File: src/rtl/dcsk_frame_ctrl_if.sv
// Byte-source handshake into the DCSK frame sequencer: message byte, requested
// spreading factor and the valid/ready pair.
interface dcsk_frame_ctrl_if;
  logic [1:0] i_sf;
  logic [7:0] i_byte;
  logic       i_byte_valid;
  logic       o_byte_ready;

  modport master (output i_sf, output i_byte, output i_byte_valid, input  o_byte_ready);
  modport slave  (input  i_sf, input  i_byte, input  i_byte_valid, output o_byte_ready);
endinterface

File: src/rtl/dcsk_frame_ctrl.sv
// DCSK transmit frame sequencer: serialises accepted bytes MSB first, one bit per
// frame, each frame being a reference half followed by a modulated half.
module dcsk_frame_ctrl (
  input  logic                     i_clk,
  input  logic                     i_arst_n,
  dcsk_frame_ctrl_if.slave         byte_bus,
  output logic [1:0]               o_sf,
  output logic                     o_msg_bit,
  output logic                     o_frame_half,
  output logic                     o_chip_valid,
  output logic                     o_frame_start,
  output logic                     o_byte_done
);

  localparam logic [1:0] SF4  = 2'b00;
  localparam logic [1:0] SF8  = 2'b01;
  localparam logic [1:0] SF16 = 2'b10;
  localparam logic [1:0] SF32 = 2'b11;

  typedef enum logic [1:0] {IDLE, REF, DATA} state_t;

  state_t     state;
  logic [3:0] chip_cnt;
  logic [2:0] bit_cnt;
  logic [7:0] sh;
  logic [1:0] sf_q;
  logic [3:0] h_last;
  logic       last_chip;
  logic       byte_end;
  logic       accept;

  // Last chip index of a half, H-1, for the latched spreading factor.
  always_comb begin
    h_last = 4'd1;
    case (sf_q)
      SF4:     h_last = 4'd1;
      SF8:     h_last = 4'd3;
      SF16:    h_last = 4'd7;
      SF32:    h_last = 4'd15;
      default: h_last = 4'd1;
    endcase
  end

  assign last_chip = (chip_cnt == h_last);
  assign byte_end  = (state == DATA) && last_chip && (bit_cnt == 3'd7);

  // Ready depends only on registered state, never on i_byte_valid.
  assign byte_bus.o_byte_ready = (state == IDLE) || byte_end;
  assign accept                = byte_bus.i_byte_valid && byte_bus.o_byte_ready;

  always_ff @(posedge i_clk or negedge i_arst_n) begin
    if (!i_arst_n) begin
      state    <= IDLE;
      chip_cnt <= '0;
      bit_cnt  <= '0;
      sh       <= '0;
      sf_q     <= SF4;
    end else begin
      case (state)
        IDLE: begin
          if (accept) begin
            sh       <= byte_bus.i_byte;
            sf_q     <= byte_bus.i_sf;
            bit_cnt  <= '0;
            chip_cnt <= '0;
            state    <= REF;
          end
        end
        REF: begin
          if (last_chip) begin
            chip_cnt <= '0;
            state    <= DATA;
          end else begin
            chip_cnt <= chip_cnt + 4'd1;
          end
        end
        DATA: begin
          if (!last_chip) begin
            chip_cnt <= chip_cnt + 4'd1;
          end else if (bit_cnt != 3'd7) begin
            chip_cnt <= '0;
            bit_cnt  <= bit_cnt + 3'd1;
            sh       <= {sh[6:0], 1'b0};
            state    <= REF;
          end else if (accept) begin
            // Back-to-back byte: reload on the last chip so no idle gap appears.
            sh       <= byte_bus.i_byte;
            sf_q     <= byte_bus.i_sf;
            bit_cnt  <= '0;
            chip_cnt <= '0;
            state    <= REF;
          end else begin
            chip_cnt <= '0;
            state    <= IDLE;
          end
        end
        default: state <= IDLE;
      endcase
    end
  end

  assign o_sf          = sf_q;
  assign o_msg_bit     = sh[7];
  assign o_frame_half  = (state == DATA);
  assign o_chip_valid  = (state != IDLE);
  assign o_frame_start = (state == REF) && (chip_cnt == 4'd0);
  assign o_byte_done   = byte_end;

endmodule

File: src/flat_wrapper.sv
// flat-port wrapper written by rule: the top's interface ports become plain ports
module dcsk_frame_ctrl_flat 
  (i_clk, i_arst_n, o_sf, o_msg_bit, o_frame_half, o_chip_valid, o_frame_start, o_byte_done, byte_bus_i_sf, byte_bus_i_byte, byte_bus_i_byte_valid, byte_bus_o_byte_ready);
  dcsk_frame_ctrl_if byte_bus_i ();
  input  logic i_clk;
  input  logic i_arst_n;
  output logic [1:0] o_sf;
  output logic o_msg_bit;
  output logic o_frame_half;
  output logic o_chip_valid;
  output logic o_frame_start;
  output logic o_byte_done;
  input wire logic [$bits(byte_bus_i.i_sf)-1:0] byte_bus_i_sf;
  input wire logic [$bits(byte_bus_i.i_byte)-1:0] byte_bus_i_byte;
  input wire logic [$bits(byte_bus_i.i_byte_valid)-1:0] byte_bus_i_byte_valid;
  output wire logic [$bits(byte_bus_i.o_byte_ready)-1:0] byte_bus_o_byte_ready;
  assign byte_bus_i.i_sf = byte_bus_i_sf;
  assign byte_bus_i.i_byte = byte_bus_i_byte;
  assign byte_bus_i.i_byte_valid = byte_bus_i_byte_valid;
  assign byte_bus_o_byte_ready = byte_bus_i.o_byte_ready;
  dcsk_frame_ctrl u_core (.i_clk(i_clk), .i_arst_n(i_arst_n), .byte_bus(byte_bus_i), .o_sf(o_sf), .o_msg_bit(o_msg_bit), .o_frame_half(o_frame_half), .o_chip_valid(o_chip_valid), .o_frame_start(o_frame_start), .o_byte_done(o_byte_done));
endmodule
File: config.mk
export PLATFORM = sky130hd
export DESIGN_NAME = dcsk_frame_ctrl_flat
export DESIGN_NICKNAME = d
export VERILOG_FILES = /design/src/rtl/dcsk_frame_ctrl_if.sv /design/src/rtl/dcsk_frame_ctrl.sv /design/src/flat_wrapper.sv
export SDC_FILE = /design/constraint.sdc
export NUM_CORES = 1
export LEC_CHECK = 0
export ABC_AREA = 0
export CAP_MARGIN = 30
export CELL_PAD_IN_SITES_DETAIL_PLACEMENT = 1
export CELL_PAD_IN_SITES_GLOBAL_PLACEMENT = 1
export CORE_ASPECT_RATIO = 1.1
export CORE_MARGIN = 3
export CORE_UTILIZATION = 39
export DETAILED_ROUTE_END_ITERATION = 12
export HOLD_SLACK_MARGIN = 0.05
export PLACE_DENSITY_LB_ADDON = 0.1
export SETUP_SLACK_MARGIN = 0.02
export SLEW_MARGIN = 10
export SYNTH_ARGS = -nofsm -noshare
export SYNTH_HDL_FRONTEND = slang
export SYNTH_SLANG_ARGS = --single-unit
File: constraint.sdc
create_clock -name i_clk -period 2.4 [get_ports i_clk]
set_clock_uncertainty 0.15 [all_clocks]
set_input_delay 0.24 -clock i_clk [delete_from_list [all_inputs] [get_ports i_clk]]
set_output_delay 0.24 -clock i_clk [all_outputs]
set_load 0.02 [all_outputs]
* Word level (Yosys, flattened, before mapping)
Index checks and enable logic that the tools add are counted.
** Operators by class
- $add $sub $neg :: 2
- Equality and inequality tests :: 12
- Muxes and demuxes :: 22
- Reductions and logical operators :: 16
** Operator list (number)
- $mux 8 :: 3
- $pmux 4 s4 :: 1
- $pmux 8 s2 :: 1
- $mux 2 :: 7
- $mux 3 :: 3
- $mux 4 :: 2
- $pmux 4 s2 :: 1
- $eq 2x2->1 const B :: 3
- $ne 2x1->1 const B :: 3
- $pmux 2 s3 :: 1
- $pmux 3 s2 :: 1
- $reduce_and 3->1 :: 2
- $reduce_bool 2->1 :: 3
- $add 4x1->4 const B :: 1
- $eq 2x1->1 const B :: 2
- $eq 4x4->1 :: 1
- $logic_and 1x1->1 :: 4
- $logic_not 2->1 :: 2
- $logic_not 4->1 :: 1
- $pmux 2 s2 :: 1
- $reduce_and 2->1 :: 2
- $add 3x1->3 const B :: 1
- $eq 3x3->1 const B :: 1
- $ne 3x3->1 const B :: 1
- 4 further kinds :: 4
** Word-level totals
- Register bits :: 19
- Input bits :: 13
- Output and inout bits :: 8

* Longest topological paths before layout
- Depth in word-level cells :: 11
- Mapped depth :: 8
- Depth with buffers taken out :: 7

* Least setup slack after synthesis
No wires, ideal clock.
- Kind :: register to register
- Start point :: register u_core.state[0]
- End point :: register u_core.sh[7]
- Setup time :: 111 ps
- Data arrival time :: 2049 ps
- Setup slack :: 90 ps
- Stages on the path, launching flop included :: 9
- Buffers on the path :: 2
- Clock period less this slack :: 2310 ps
- Cell sequence :: dfrtp_1 -> inv_1 -> ha_1 -> clkbuf_1 -> nand2b_1 -> a211oi_4 -> a311oi_2 -> buf_6 -> a222oi_1
** Between the ends
- Word-level cells in the longest chain between the ends :: 9
- Elaborated cells between the ends (all ways) :: 13
- Those cells by class :: eq/ne: 2; mux: 4; reduce/logical: 7
** RTL lines
- from (decl) :: line dcsk_frame_ctrl.sv:22 : state_t state;
- from (signal assigned) :: line dcsk_frame_ctrl.sv:53 : state <= IDLE;
- from (signal assigned) :: line dcsk_frame_ctrl.sv:66 : state <= REF;
- from (signal assigned) :: line dcsk_frame_ctrl.sv:72 : state <= DATA;
- $eq 2x2->1 (*)
- named net o_frame_half :: line flat_wrapper.sv:9 : output logic o_frame_half;
- $logic_and 1x1->1 (2 in a row) :: line dcsk_frame_ctrl.sv:45 : assign byte_end = (state == DATA) && last_chip && (bit_cnt == 3'd7);
- $logic_or 1x1->1 :: line dcsk_frame_ctrl.sv:48 : assign byte_bus.o_byte_ready = (state == IDLE) || byte_end;
- $logic_and 1x1->1 :: line dcsk_frame_ctrl.sv:49 : assign accept = byte_bus.i_byte_valid && byte_bus.o_byte_ready;
- $mux 8 (3 in a row)
- $pmux 8 s2 :: line dcsk_frame_ctrl.sv:59 : case (state)
- to (signal assigned) :: line dcsk_frame_ctrl.sv:62 : sh <= byte_bus.i_byte;
- to (signal assigned) :: line dcsk_frame_ctrl.sv:83 : sh <= {sh[6:0], 1'b0};
- to (signal assigned) :: line dcsk_frame_ctrl.sv:87 : sh <= byte_bus.i_byte;
- to (decl) :: line dcsk_frame_ctrl.sv:25 : logic [7:0] sh;
Mark *: on every way through the listed nets, which the timed path passes. The rest lies on a longest branch. The select of a mux whose other input is x is not followed.
A chain may end at the register's enable or synchronous reset.

* Final worst setup path
- Start point :: register u_core.sf_q[1], in the netlist u_core.o_sf[1]
- End point :: output byte_bus_o_byte_ready
** Between the ends
- Word-level cells in the longest chain between the ends :: 6
- Elaborated cells between the ends (all ways) :: 9
- Those cells by class :: eq/ne: 4; mux: 1; reduce/logical: 4
** RTL lines
- from (decl) :: line dcsk_frame_ctrl.sv:26 : logic [1:0] sf_q;
- from (signal assigned) :: line dcsk_frame_ctrl.sv:63 : sf_q <= byte_bus.i_sf;
- from (signal assigned) :: line dcsk_frame_ctrl.sv:88 : sf_q <= byte_bus.i_sf;
- $eq 2x2->1 (tied with other cells) :: line dcsk_frame_ctrl.sv:35 : case (sf_q)
- $pmux 4 s4 (*) :: line dcsk_frame_ctrl.sv:35
- $eq 4x4->1 (*) :: line dcsk_frame_ctrl.sv:44 : assign last_chip = (chip_cnt == h_last);
- $logic_and 1x1->1 (*) (2 in a row) :: line dcsk_frame_ctrl.sv:45
- $logic_or 1x1->1 (*) :: line dcsk_frame_ctrl.sv:48
- to (decl) :: line flat_wrapper.sv:16 : output wire logic [$bits(byte_bus_i.o_byte_ready)-1:0] byte_bus_o_byte_ready;
Every way passes the cells marked *; elsewhere a longest branch is shown, timed or not. The select of a mux whose other input is x is not followed.

==> run_results.csv <==
group,metric,value,unit
status,outcome,"finished clean",
floorplanning,io_pins,21,
yosys,synth_nets,130,
yosys,avgSynthCellArea,10.3,µm²
pwr,leakagePower,0.703,nW
floorplanning,dieArea,0.00357,mm²
clocking,clockBufferDepth,2,
timing,fin_crit_sh,0.956,
pwr,p_clk_frac,0.095,
critical_path,r2r-end,"u_core.bit_cnt[0]",
yosys,async_reset_ff_frac,1.00,
yosys,synth.mux.area_fraction,0.0578,
critical_path,start_kind,"register",
yosys,synth-simple-area-share,0.130,
floorplanning,fp.dieW,57.2,µm
grt,grt_pass1_wl,5130,µm
grt,grt-ovfl-total,0,
critical_path,required,2.01,ns
pwr,p_switching,0.729,mW
grt,grt_max_degree,20,
critical_path,reg2reg_setup_slack,0.14,ns
timing,slew_headroom,0.733,
route,first_pass_iters,6,
grt,grt_pass1_vias,1104,
critical_path,worstPathArrival,1.90,ns
clocking,path_clk_slew,0.11,ns
pwr,swShare,0.428,
timing,finalMaxSlewViolations,0,
grt,antenna_found_initial,0,
yosys,synth_area_leader_cell,"dfrtp_1",
critical_path,critPathMaxStageDelay,0.46,ns
placed_design,placement.io_buffers,20,
timing,grt_setup_unrepaired,"true",
yosys,synth.top_cell.area_share,0.422,
placed_design,gp_congestion,0.776,
grt,grt_use_total,0.182,
yosys,yosysUniqueCellTypes,34,
job,cap_violations,0,
clocking,insertion_delay,0.29,ns
timing,period_minus_slack,2.29,ns
pwr,peakVddDrop,0.680,mV
yosys,yosys_warnings,0,
critical_path,worst_setup_path_end_kind,"primary output",
yosys,synth-seq-cells,19,
clocking,numCtsBuffers,3,
timing,worst_slew_pin_slew,0.401,ns
cells_and_area,finish.utilization,0.567,
yosys,synth_area,0.00113,mm²
min_path,hold_class,"input pin to async pin",
route,first_iter_violations,40,
clocking,cts_root_buf,"clkbuf_4",
cells_and_area,drive_above_1_share,0.229,
critical_path,r2r_cells,8,
yosys,yosysSeqAreaShare,0.422,
placed_design,dp_hpwl,2080,µm
timing,finalSetupViolations,0,
floorplanning,core_area,0.00262,mm²
critical_path,path_max_fanout,5,
placed_design,placedCellCount,166,
yosys,synth-edff-count,0,
cells_and_area,fin_nets,162,
cells_and_area,antenna_cells,0,
yosys,synth-main-ff-cell,"dfrtp_1",
floorplanning,rows,19,
pwr,p_int,0.976,mW
critical_path,crit_type,"register to primary output",
timing,hold_violations,0,
critical_path,cp_slowest_cell,"dfrtp_1",
critical_path,r2r_start,"u_core.chip_cnt[2]",
critical_path,crit_chain,"nor4bb_4 > o31ai_4 > a21oi_2 > and3_4 > or2_2 > buf_4",
critical_path,crit_buf_inv,1,
route,finalWirelength,2810,µm
cells_and_area,multi_input_area,588,µm²
pwr,power.density,1150,mW/mm²
clocking,cts_tree,"yes",
floorplanning,start_util,0.431,
clocking,clkSinkCount,19,
critical_path,cp_top_family,"simple AND/OR/NAND/NOR gates",
route,wl_per_cell,16.4,µm
route,vias_per_cell,5.67,
cells_and_area,nFillCells,302,
timing,max_clock_freq,0.436,GHz
pwr,p_comb_frac,0.582,
yosys,synth_top_family_by_area,"compound AO/OA/AOI/OAI gates",
route,routed-via-count,969,
cells_and_area,final_common_cell,"inv_1",
yosys,synth_xor_area_frac,0,
cells_and_area,stdcell_count,171,
route,drcViolationCount,0,
clocking,htree_num_levels,1,
cells_and_area,area_growth,31.6,%
cells_and_area,final_cell_mix,"22 x inv_1, 18 x clkdlybuf4s50_1, 17 x dfrtp_1, 11 x buf_4, 7 x ha_1",
floorplanning,die_h,62.4,µm
cells_and_area,seq_area,478,µm²
yosys,netlist_top_cells_area,"dfrtp_1 42%, ha_1 8.9%, inv_1 7.3%",
route,final_antenna_net_count,0,
yosys,synthAdderAreaFrac,0.0889,
yosys,synthCells,109,
yosys,synth_compound_area_frac,0.204,
pwr,p_seq_frac,0.323,
==> cells by family after synthesis <==
logic type	Yosys count
adder cells (fa/ha/maj)	8
AO/OA/AOI/OAI	26
multiplexers	6
AND/OR/NAND/NOR	25
flip-flops	19
buffers and inverters	25
==> cell usage after synthesis (2+ instances only) <==
cell	n
a21oi_1	3
a222oi_1	6
a22o_1	3
and3_1	2
buf_6	2
dfrtp_1	19
ha_1	8
inv_1	22
mux2_1	2
mux2_2	2
mux2i_1	2
nand2_1	5
nand2b_1	4
nor2_1	4
nor3_1	4
o21ai_0	3
==> worst register-to-register path: stages, from the launching register on <==
cell and delay (ns):
dfrtp_1 0.45, nor4bb_4 0.38, o31ai_4 0.11, buf_4 0.14
buf_4 0.13, a211oi_4 0.26, a311oi_2 0.06, buf_4 0.19
mux2_2 0.27
==> sequential cells by signal, summed over array words and instances, names as in the netlist <==
register and cells:
u_core.o_sf 2, u_core.bit_cnt 3, u_core.chip_cnt 4, u_core.state 2
u_core.sh 8
==> worst max path at each step <==
stage	from	to	slack, ns	cells past startpoint
global route	u_core.o_sf[1]	byte_bus_o_byte_ready	0.006	6
finish	u_core.o_sf[1]	byte_bus_o_byte_ready	0.11	6
global placement	u_core.o_sf[1]	byte_bus_o_byte_ready	0.03	6
floorplan	u_core.state[0]	u_core.sh[7]	0.09	8
CTS	u_core.chip_cnt[3]	byte_bus_o_byte_ready	0.04	6
detailed placement	u_core.o_sf[1]	byte_bus_o_byte_ready	-0.004	6
==> cell type report <==
| class | instances | share of cell area |
|---|---|---|
| timing repair buffer | 30 | 0.181 |
| multi-input combinational | 65 | 0.397 |
| sequential | 19 | 0.323 |
| inverter | 22 | 0.0557 |
| tap | 31 | 0.0262 |
| clock buffer | 4 | 0.0177 |
==> power groups by stage <==
stage / Combinational [mW] / Clock (mW) / Sequential (mW)
final: 0.992 / 0.162 / 0.551
after global routing: 1.11 / 0.190 / 0.569
after CTS: 0.965 / 0.173 / 0.545
after detailed placement: 0.948 / 0 / 0.543
after global placement: 0.916 / 0 / 0.533
after floorplan: 0.604 / 0 / 0.555
==> through the flow <==
step	hold WS, ns	instance area [µm²]	total power, mW	worst slack [ns]	TNS (ns)
global placement	0.338	1410	1.45	0.0321	0
floorplan	-0.206	1130	1.16	0.0896	0
detailed placement	0.342	1410	1.49	-0.00357	-0.00357
global route	0.139	1480	1.86	0.00552	0
CTS	0.125	1460	1.68	0.0359	0
finish	0.119	1480	1.71	0.107	0
==> layer usage <==
layer	global-route usage	share of wire	up-vias
li1	-	-	449
met1	0.211	0.39	495
met2	0.327	0.55	19
met3	0.0290	0.031	6
met4	0.0696	0.019	0
met5	0	0	-
==> timing repair <==
| action | in CTS | in global routing |
|---|---|---|
| setup buffers | 0 | 1 |
| resized for setup | 12 | 7 |
| pin swaps | 1 | 2 |
| hold buffers | 0 | 0 |
| setup endpoints to repair | 5 | 4 |
Power figures use the tool's default switching activity.
